$ cat src/rtl/conv_seq_ctrl.sv
// conv_seq_ctrl: sequences weight load, pixel feed and result write-back for one window+conv pass
module conv_seq_ctrl #(
  parameter int KSIZE   = 5,
  parameter int IMG_L   = 28,
  parameter int IMG_S   = 12,
  parameter int TIMEOUT = 64
) (
  input  logic       clk,
  input  logic       rst,
  input  logic       start,
  input  logic       mode,
  input  logic       abort,
  output logic       w_rd,
  output logic [4:0] w_addr,
  output logic       conv_w_en,
  output logic       conv_start,
  output logic       conv_state,
  output logic       win_start,
  output logic       pix_rd,
  output logic [9:0] pix_addr,
  input  logic       conv_ovalid,
  input  logic       conv_done,
  output logic       res_we,
  output logic [9:0] res_addr,
  output logic       busy,
  output logic       done,
  output logic       err
);
  localparam int NW  = KSIZE * KSIZE;
  localparam int NPL = IMG_L * IMG_L;
  localparam int NPS = IMG_S * IMG_S;
  localparam int NOL = (IMG_L - KSIZE + 1) * (IMG_L - KSIZE + 1);
  localparam int NOS = (IMG_S - KSIZE + 1) * (IMG_S - KSIZE + 1);
  typedef enum logic [2:0] {IDLE, WLOAD, WSYNC, FEED, DRAIN, FIN} state_t;
  state_t state, state_nx;
  logic [9:0] cnt, wcnt, tcnt, wcnt_nx, npix, nout;
  logic accept, wr_phase, has_room, wlast, plast, timeout, overflow, feed_done, drain_bad;
  // image geometry follows the mode captured at start, so mid-pass mode changes are inert
  assign npix      = conv_state ? 10'(NPS) : 10'(NPL);
  assign nout      = conv_state ? 10'(NOS) : 10'(NOL);
  assign accept    = state == IDLE && start;
  assign wr_phase  = state == FEED || state == DRAIN;
  assign has_room  = wcnt < nout;
  assign res_we    = wr_phase && conv_ovalid && has_room;
  assign wcnt_nx   = wcnt + 10'(res_we);
  assign wlast     = state == WLOAD && cnt == 10'(NW - 1);
  assign plast     = state == FEED && cnt == npix - 10'd1;
  assign timeout   = state == DRAIN && !conv_ovalid && tcnt == 10'(TIMEOUT - 1);
  assign overflow  = wr_phase && conv_ovalid && !has_room;
  assign feed_done = state == FEED && conv_done;
  assign drain_bad = state == DRAIN && conv_done && wcnt_nx != nout;
  assign busy       = state != IDLE;
  assign w_rd       = state == WLOAD;
  assign w_addr     = w_rd ? cnt[4:0] : 5'd0;
  assign pix_rd     = state == FEED;
  assign pix_addr   = pix_rd ? cnt : 10'd0;
  assign conv_start = state inside {WLOAD, WSYNC, FEED, DRAIN};
  assign win_start  = wr_phase;
  assign done       = state == FIN && !abort;
  assign res_addr   = wcnt;
  always_comb begin
    state_nx = state;
    case (state)
      IDLE:    state_nx = start ? WLOAD : IDLE;
      WLOAD:   state_nx = wlast ? WSYNC : WLOAD;
      WSYNC:   state_nx = FEED;
      FEED:    state_nx = conv_done ? FIN : plast ? DRAIN : FEED;
      DRAIN:   state_nx = (conv_done || timeout) ? FIN : DRAIN;
      FIN:     state_nx = IDLE;
      default: state_nx = IDLE;
    endcase
    if (abort && state != IDLE) state_nx = IDLE;
  end
  always_ff @(posedge clk or posedge rst) begin
    if (rst) begin
      state      <= IDLE;
      cnt        <= '0;
      wcnt       <= '0;
      tcnt       <= '0;
      conv_state <= 1'b0;
      conv_w_en  <= 1'b0;
      err        <= 1'b0;
    end else begin
      state     <= state_nx;
      conv_w_en <= w_rd && !abort;
      if (accept) begin
        conv_state <= mode;
        err        <= 1'b0;
        cnt        <= '0;
        wcnt       <= '0;
        tcnt       <= '0;
      end else begin
        wcnt <= wcnt_nx;
        cnt  <= wlast ? '0 : (w_rd || pix_rd) && cnt != '1 ? cnt + 10'd1 : cnt;
        tcnt <= state != DRAIN || conv_ovalid ? '0 : tcnt != '1 ? tcnt + 10'd1 : tcnt;
        if (!abort && (overflow || feed_done || drain_bad || timeout)) err <= 1'b1;
      end
    end
  end
endmodule

$ cat config.mk
export PLATFORM = sky130hd
export DESIGN_NAME = conv_seq_ctrl
export DESIGN_NICKNAME = d
export VERILOG_FILES = /design/src/rtl/conv_seq_ctrl.sv
export SDC_FILE = /design/constraint.sdc
export NUM_CORES = 1
export LEC_CHECK = 0
export CORE_MARGIN = 2
export CORE_UTILIZATION = 41
export CTS_CLUSTER_SIZE = 14
export DETAILED_ROUTE_END_ITERATION = 6
export PLACE_DENSITY = 0.65
export SYNTH_ARGS = -nofsm -noshare
export SYNTH_HDL_FRONTEND = slang
export SYNTH_SLANG_ARGS = --single-unit
$ cat constraint.sdc
create_clock -name clk -period 3.5 [get_ports clk]
set_input_delay 0.525 -clock clk [delete_from_list [all_inputs] [get_ports clk]]
set_output_delay 0.525 -clock clk [all_outputs]
set_load 0.01 [all_outputs]
==> metrics.md <==
| Metric | Value |
|---|---|
| Register area share after synthesis | 40.4% |
| Worst Skew | 5.90 ps |
| Minimum clock period | 2740 ps |
| Hold slack final | 554 ps |
| Slew margin rel. | 29.6% |
| Pins over their slew limit | 0 |
| Starting Density | 43.1% |
| Aggregate global routing overflow | 0 |
| Layout cells sized above 1 | 6.29% |
| Syn_area_per_cell | 9.03 um^2 |
| CP Class | register to register |
| H-tree depth | 2 |
| Max_cap viols | 0 |
| Netlist cell types | 51 |
| Clk buf depth | 2 |
| Async SR Flop Fraction | 100% |
| Req. time, crit path | 3710 ps |
| Worst slew pin tran | 1040 ps |
| Initial antenna violation count | 0 |
| Via count | 1821 |
| Hold Path Depth | 1 |
| Main synth FF type | dfrtp_1 |
| Final core utilization | 53.9% |
| Nature of the critical path endpoint | register |
| RSZ-0062 raised after global routing | false |
| Die ar. | 6040 um^2 |
| Share of the synthesized area in the top cell type | 40.4% |
| Pre-antenna DRT Iters | 4 |
| Hold Buf Count CTS | 0 |
| Final Cycle Share | 78.3% |
| Finished Layout Cells | 356 |
| TritonCTS clock tree | yes |
| Routed len/inst | 14.2 um |
| Largest net degree at the start of global routing | 37 |
| Final hold vios | 0 |
| FMAX | 0.365 GHz |
| HP Class | register to register |
| Vias in the first global route | 1767 |
| R2R cell count | 11 |
| Row count | 26 |
| Post-synthesis cell area | 2230 um^2 |
| Largest stage delay, worst path | 530 ps |
| Starting DRT DRC Count | 79 |
| Cts repair resizes | 0 |
| CP Cell Sequence | nor3b_1, or2_2, nand2_1, nor3_1, ha_1, ha_1, inv_1, and3_1, a211o_1, a221o_1, o211ai_1 |
| Status | complete, no violations |
| Io pins | 42 |
| Port bufs | 41 |
| Placed wire-length estimate | 3.53 mm |
| Final WS setup | 761 ps |
| Number of synthesized register bits | 36 |
| Clk sinks | 36 |
| GRT Total Usage | 18.0% |
| DRT antenna net count | 0 |
| WP depth | 11 |
| Via density | 5.12 |
| Clk slew on worst S/H paths | 80 ps |
| Post-synth EDFFs | 0 |
| Syn_nets | 260 |
| Die X | 77.7 um |
| Yosys warnings | 0 |
| Placed Instances | 348 |
| Synth-to-layout area growth | 25.1% |
| Worst Path Buf+Inv | 1 |
| CP delay by family, top | simple AND/OR/NAND/NOR gates |
| Clk Latency, worst-skew pair | 290 ps |
| Design Power | 1.01 mW |
| Power density cells | 361 nW/um^2 |
| Post-route setup TNS | 0 ps |
| Arrival time at the worst endpoint | 2950 ps |
| Largest area contributor in the netlist | dfrtp_1 |
| Post-placement setup slack | 631 ps |
| GPL Wtd Cong | 0.795 |
| # Post-CTS Setup Buffers | 0 |
| Die Ht | 77.7 um |
| DRC | 0 |
| Final setup violation count | 0 |
| Dominant cells by area after synthesis | dfrtp_1, xnor2_1, nor2_1, and2_1, ha_1 |
| Design area | 2790 um^2 |
| Crit path max-delay cell type | dfrtp_1 |
| Inserted Clock Buffers | 5 |
| Placed cell areas | 2680 um^2 |
| # diodes | 0 |
| CP max FO | 11 |
| Core area | 5170 um^2 |
| Fin nets | 298 |
| Max rail drop VDD | 256 uV |
| CTS root buf | clkbuf_8 |
| Leak Pwr | 1.15 nW |
| Setup crit start kind | register |
| Global-route wire length before repair | 8.58 mm |
| WL final | 5.04 mm |
| CP dominant cell by count | ha_1 |
| Mapped Cells | 247 |
[cells by family (layout without fill, tap and decap cells)]
logic type | after synthesis | after routing | synth area share [%]
simple gates | 128 | 128 | 31.6
compound gates | 26 | 26 | 8.47
buf+inv | 24 | 63 | 4.71
mux | 4 | 4 | 1.80
fa+ha+maj | 6 | 6 | 3.37
xor+xnor | 23 | 23 | 9.65
flops | 36 | 36 | 40.4
[cells in the mapped netlist (all sizes together) (2+ instances only)]
library cell and number:
nor2 38, dfrtp 36, nand2 17, xnor2 17, and2 15, inv 12, nand3 11, nor3 9
buf 6, clkbuf 6, ha 6, nand4 6, o21ai 6, a21oi 5, nor4 5, xor2 5
a211o 4, and3 4, mux2i 4, nor2b 3, nor3b 3, or3 3, a211oi 2, a31oi 2
and4 2, nand2b 2, nand3b 2, nor4bb 2
[worst reg2reg max path: cells and delay by family, from the launching register on]
family,cells,cell delay [ps]
simple gates,5,840
compound gates,3,650
fa+ha+maj,2,570
flops,1,530
buf+inv,1,80
[cells in the final DEF (no fill, tap or decap), drive strengths merged, types with 9 or more instances in the layout]
cell and instances:
xnor2 17, clkdlybuf4s50 41, nand3 11, inv 12, nand2 17, and2 15, nor3 9, nor2 38
dfrtp 36
[layout make-up]
cell class | count | area (um^2)
sequential | 36 | 901
clock buffer | 6 | 72.6
inverter | 12 | 45.0
multi-input combinational | 187 | 1220
tap | 70 | 87.6
timing repair buffer | 43 | 425
clock inverter | 2 | 35.0
fill | 493 | 2380
[metal layers]
layer	up-vias	wire length [um]	GRT usage, %
li1	927	-	-
met2	39	2370	29.2
met5	-	0	0
met4	0	87	7.68
met1	846	2380	22.9
met3	9	200	4.19
[registers in the layout (all words and copies together) (netlist names)]
register    cells
res_addr       10
conv_state      1
state           3
err             1
conv_w_en       1
tcnt           10
cnt            10
[final timing paths]
| path | slack, ps | startpoint | end |
|---|---|---|---|
| setup reg to reg | 760 | state[2] | err |
| hold / removal | 550 | tcnt[8] | tcnt[8] |
| hold reg to reg | 550 | tcnt[8] | tcnt[8] |
| min in group asynchronous | 650 | rst | cnt[0] |
| setup / recovery | 760 | state[2] | err |
| max in group asynchronous | 2520 | rst | res_addr[8] |
[power breakdown]
group	switching (mW)	leakage [nW]	total [mW]	internal, mW
clock network	0.153	0.0552	0.365	0.211
registers	0.0271	0.496	0.463	0.436
logic	0.0923	0.597	0.180	0.0875
total	0.273	1.15	1.01	0.735
(Power assumes the default switching activity.)
